--- config.mk ---
export PLATFORM = sky130hd
export DESIGN_NAME = mem_stage_skid_reg
export DESIGN_NICKNAME = d
export VERILOG_FILES = /design/src/rtl/mem_stage_skid_reg.sv
export SDC_FILE = /design/constraint.sdc
export NUM_CORES = 1
export LEC_CHECK = 0
export ABC_AREA = 1
export ABC_CLOCK_PERIOD_IN_PS = 3200
export CAP_MARGIN = 10
export CELL_PAD_IN_SITES_DETAIL_PLACEMENT = 1
export CELL_PAD_IN_SITES_GLOBAL_PLACEMENT = 2
export CORE_MARGIN = 5
export CORE_UTILIZATION = 31
export CTS_BUF_LIST = sky130_fd_sc_hd__clkbuf_16
export DETAILED_ROUTE_END_ITERATION = 12
export PLACE_DENSITY_LB_ADDON = 0.1
export RECOVER_POWER = 50
export SYNTH_ARGS = -nofsm -noshare
export SYNTH_HDL_FRONTEND = slang
export SYNTH_SLANG_ARGS = --single-unit
--- constraint.sdc ---
create_clock -name clk -period 3.2 [get_ports clk]
set_input_delay 0.48 -clock clk [delete_from_list [all_inputs] [get_ports clk]]
set_output_delay 0.48 -clock clk [all_outputs]
set_load 0.01 [all_outputs]
--- src/rtl/mem_stage_skid_reg.sv ---
// EX/MEM pipeline register for LANES-wide bundles: valid/ready handshake, one-entry skid buffer, per-lane kill.
// Optional stall counter on the stall_cycles port, enabled by defining MEM_STALL_CNT_EN.
module mem_stage_skid_reg #(
  parameter int LANES     = 2,
  parameter int PAYLOAD_W = 71,
  parameter int CNT_W     = 32
) (
  input  logic                         clk,
  input  logic                         reset,
  input  logic                         in_valid,
  output logic                         in_ready,
  input  logic [LANES-1:0]             in_lane_valid,
  input  logic [LANES*PAYLOAD_W-1:0]   in_payload,
  input  logic [LANES-1:0]             kill_mask,
  input  logic                         flush,
  output logic                         out_valid,
  input  logic                         out_ready,
  output logic [LANES-1:0]             out_lane_valid,
  output logic [LANES*PAYLOAD_W-1:0]   out_payload
`ifdef MEM_STALL_CNT_EN
  ,
  output logic [CNT_W-1:0]             stall_cycles
`endif
);

  logic                       main_valid;
  logic [LANES-1:0]           main_lv;
  logic [LANES*PAYLOAD_W-1:0] main_pl;
  logic                       skid_valid;
  logic [LANES-1:0]           skid_lv;
  logic [LANES*PAYLOAD_W-1:0] skid_pl;

  logic                       accept;
  logic [LANES-1:0]           cap_lv;
  logic                       cap_live;
  logic                       main_free;

  // A bundle whose lanes are all killed is accepted but occupies no entry.
  always_comb begin
    accept    = in_valid & ~skid_valid;
    cap_lv    = in_lane_valid & ~kill_mask;
    cap_live  = accept & (|cap_lv);
    main_free = ~main_valid | out_ready;
  end

  assign in_ready       = ~skid_valid;
  assign out_valid      = main_valid;
  assign out_lane_valid = main_lv;
  assign out_payload    = main_pl;

  always_ff @(posedge clk or negedge reset) begin
    if (!reset) begin
      main_valid <= 1'b0;
      main_lv    <= '0;
      main_pl    <= '0;
    end else if (flush) begin
      main_valid <= 1'b0;
    end else if (main_free) begin
      if (skid_valid) begin
        main_valid <= 1'b1;
        main_lv    <= skid_lv;
        main_pl    <= skid_pl;
      end else begin
        main_valid <= cap_live;
        if (cap_live) begin
          main_lv <= cap_lv;
          main_pl <= in_payload;
        end
      end
    end
  end

  // The skid only fills when main is held; it drains into main as soon as main frees up.
  always_ff @(posedge clk or negedge reset) begin
    if (!reset) begin
      skid_valid <= 1'b0;
      skid_lv    <= '0;
      skid_pl    <= '0;
    end else if (flush) begin
      skid_valid <= 1'b0;
    end else if (main_free) begin
      skid_valid <= 1'b0;
    end else if (cap_live) begin
      skid_valid <= 1'b1;
      skid_lv    <= cap_lv;
      skid_pl    <= in_payload;
    end
  end

`ifdef MEM_STALL_CNT_EN
  always_ff @(posedge clk or negedge reset) begin
    if (!reset) begin
      stall_cycles <= '0;
    end else if (main_valid && !out_ready && !flush && !(&stall_cycles)) begin
      stall_cycles <= stall_cycles + 1'b1;
    end
  end
`endif

endmodule

==> results.sh <==
export IMPL_status="finished, final reports clean"
export IMPL_cts_tree="built"
export IMPL_track_usage=0.184
export IMPL_synth_edf_count=0
export IMPL_cts_max_level=2
export IMPL_setup_violations=0
export IMPL_synth_most_common_cell="nand2_1"
export IMPL_drt_first_pass_iters=4
export IMPL_crit_arrival_ns=1.97
export IMPL_insertion_delay_ns=0.53
export IMPL_leakagePower_uw=0.00833
export IMPL_cts_clk_slew_worst_paths_ns=0.05
export IMPL_initial_core_util=0.313
export IMPL_synth_top_cell_area_share=0.568
export IMPL_nFillCells=4857
export IMPL_yosys_area_top_type="dfrtp_1"
export IMPL_end_kind="primary output"
export IMPL_syn_area_um2=12800
export IMPL_synth_common_cells="582 x nand2_1, 290 x dfrtp_1, 204 x o21ai_0"
export IMPL_drive_gt1_frac=0.0386
export IMPL_antenna_found_initial=6
export IMPL_hold_class="reg2reg"
export IMPL_ctsResizeCount=0
export IMPL_drt_iter0_drc=553
export IMPL_synth_cell_types=17
export IMPL_ys_flop_type="dfrtp_1"
export IMPL_ir_drop_uv=339
export IMPL_syn_nets=1719
export IMPL_fin_ws_ns=0.752
export IMPL_finClkSkew_ns=0.0135
export IMPL_rsz0062_at_grt="false"
export IMPL_crit_path_top_delay_cell="dfrtp_1"
export IMPL_rows=74
export IMPL_ctsHoldBuffers=1
export IMPL_route_vias_total=11061
export IMPL_crit_buf_inv=2
export IMPL_powerDensity_nw_per_um2=637
export IMPL_synthTopCellsByArea="dfrtp_1 57%, nand2_1 17%, o21ai_0 8.0%"
export IMPL_final_hold_viol_count=0
export IMPL_wl_mm=41.5
export IMPL_drt_wirelength_per_cell_um=17.5
export IMPL_crit_required_ns=2.72
export IMPL_ant_nets=0
export IMPL_clockBufferDepth=3
export IMPL_dieWidth_um=213
export IMPL_grt_pass1_vias=11822
export IMPL_worstSetupPathType="reg2out"
export IMPL_yosysSeqAreaShare=0.568
export IMPL_min_period_ns=2.45
export IMPL_coreArea_um2=40800
export IMPL_tightest_slew_ns=1.11
export IMPL_worstSetupStartpointType="register"
export IMPL_port_buffers=296
export IMPL_path_max_fanout=16
export IMPL_overflow=0
export IMPL_yosys_register_bits=290
export IMPL_ys_warn_count=0
export IMPL_cts_setup_buffers=0
export IMPL_routed_via_density=4.66
export IMPL_setup_tns_ns=0
export IMPL_crit_chain="inv_2 -> clkdlybuf4s50_1"
export IMPL_syn2layout_area_growth_pct=35.5
export IMPL_finalWeightedCongestion=0.728
export IMPL_drv_slew=0
export IMPL_drcViolationCount=0
export IMPL_grt_max_degree=143
export IMPL_drv_cap=0
export IMPL_pin_count=297
export IMPL_cts_root_buf="clkbuf_16"
export IMPL_cpLargestDelayFamily="flip-flops"
export IMPL_fin_crit_sh=0.765
export IMPL_syn_instance_count=1568
export IMPL_synthArstFlopShare=1.00
export IMPL_dpl_hpwl_mm=26.6
export IMPL_cpPeakStageDelay_ns=0.77
export IMPL_grt_pass1_wl_mm=66.6
export IMPL_max_freq_mhz=409
export IMPL_place_ws_ns=0.722
export IMPL_synth_area_per_cell_um2=8.15
export IMPL_dieArea_um2=45400
export IMPL_die_height_um=213
export IMPL_cts_buffers=37
export IMPL_cts_sinks=290
export IMPL_slew_headroom=0.257
export IMPL_fin_nets=1970
## stage by stage
step / instance area, µm² / hold WS (ns) / power, µW / cells / utilization
floorplan: 12800 / 0.184 / 5710 / 1568 / -
global placement: 16200 / 0.452 / 7180 / 2311 / 0.397
detailed placement: 16200 / 0.458 / 7240 / 2311 / 0.397
CTS: 17300 / 0.472 / 11300 / 2372 / 0.425
global route: 17300 / 0.492 / 11700 / 2372 / 0.424
finish: 17300 / 0.465 / 11000 / 2374 / 0.424
## path summary, 6_finish.rpt
check / startpoint / to / slack (ns) / cells past startpoint
max in group asynchronous: reset / skid_pl[141] / 1.17 / 3
min in group asynchronous: reset / out_payload[104] / 0.50 / 2
worst max-delay path: skid_valid / in_ready / 0.75 / 2
worst max register to register: skid_valid / skid_pl[15] / 0.81 / 5
worst min register to register: out_payload[62] / out_payload[62] / 0.47 / 2
worst min-delay path: out_payload[62] / out_payload[62] / 0.47 / 2
## worst reg2reg max path, stage by stage, from the launching register on
cell      delay, ns
dfrtp_1        0.62
nor2_4         0.21
nand3_1        0.55
clkbuf_2       0.58
nand2_1        0.18
o21ai_0        0.11
## metal layers
layer / GRT usage / share of wire
met2: 0.296 / 0.47
met3: 0.0378 / 0.049
met1: 0.256 / 0.46
met5: 0 / 0.0015
met4: 0.0433 / 0.016
## sequential cells by signal, summed over array words and instances, names as in the netlist
signal,cells
out_lane_valid,2
out_payload,142
out_valid,1
skid_lv,2
skid_pl,142
skid_valid,1
## power by group
part	internal, µW	switching (µW)
sequential	4380	451
clock	2330	1570
combinational	1200	1090
total	7910	3110
## layout make-up
type                    count  area, µm²  share of cell area
flip-flops and latches    290       7260               0.419
clock buffers              39        976              0.0564
diodes                      2       5.00            0.000289
multi-input cells        1021       4420               0.255
clock inverters            21        136             0.00788
repair buffers            321       3300               0.191
inverters                 148        556              0.0321
well taps                 532        666              0.0384
## kinds of logic (layout without fill, tap and decap cells)
family / Yosys count / count (layout) / synth area share
other: 0 / 2 / 0
flip-flops: 290 / 290 / 0.568
AND/OR/NAND/NOR: 731 / 731 / 0.231
buffers and inverters: 257 / 529 / 0.0871
AO/OA/AOI/OAI: 290 / 290 / 0.114
## cell usage in the layout, fill, tap and decap left out, drive strengths merged
master,Yosys,routed
dlygate4sd3,0,2
clkbuf,28,42
nand2,584,584
inv,148,163
a21oi,2,2
clkinv,0,4
clkdlybuf4s50,0,294
nand3,145,145
dfrtp,290,290
buf,81,22
bufinv,0,2
o21ai,288,288
nor2,2,2
diode,0,2
No activity file was read; power rests on OpenSTA's default activity.
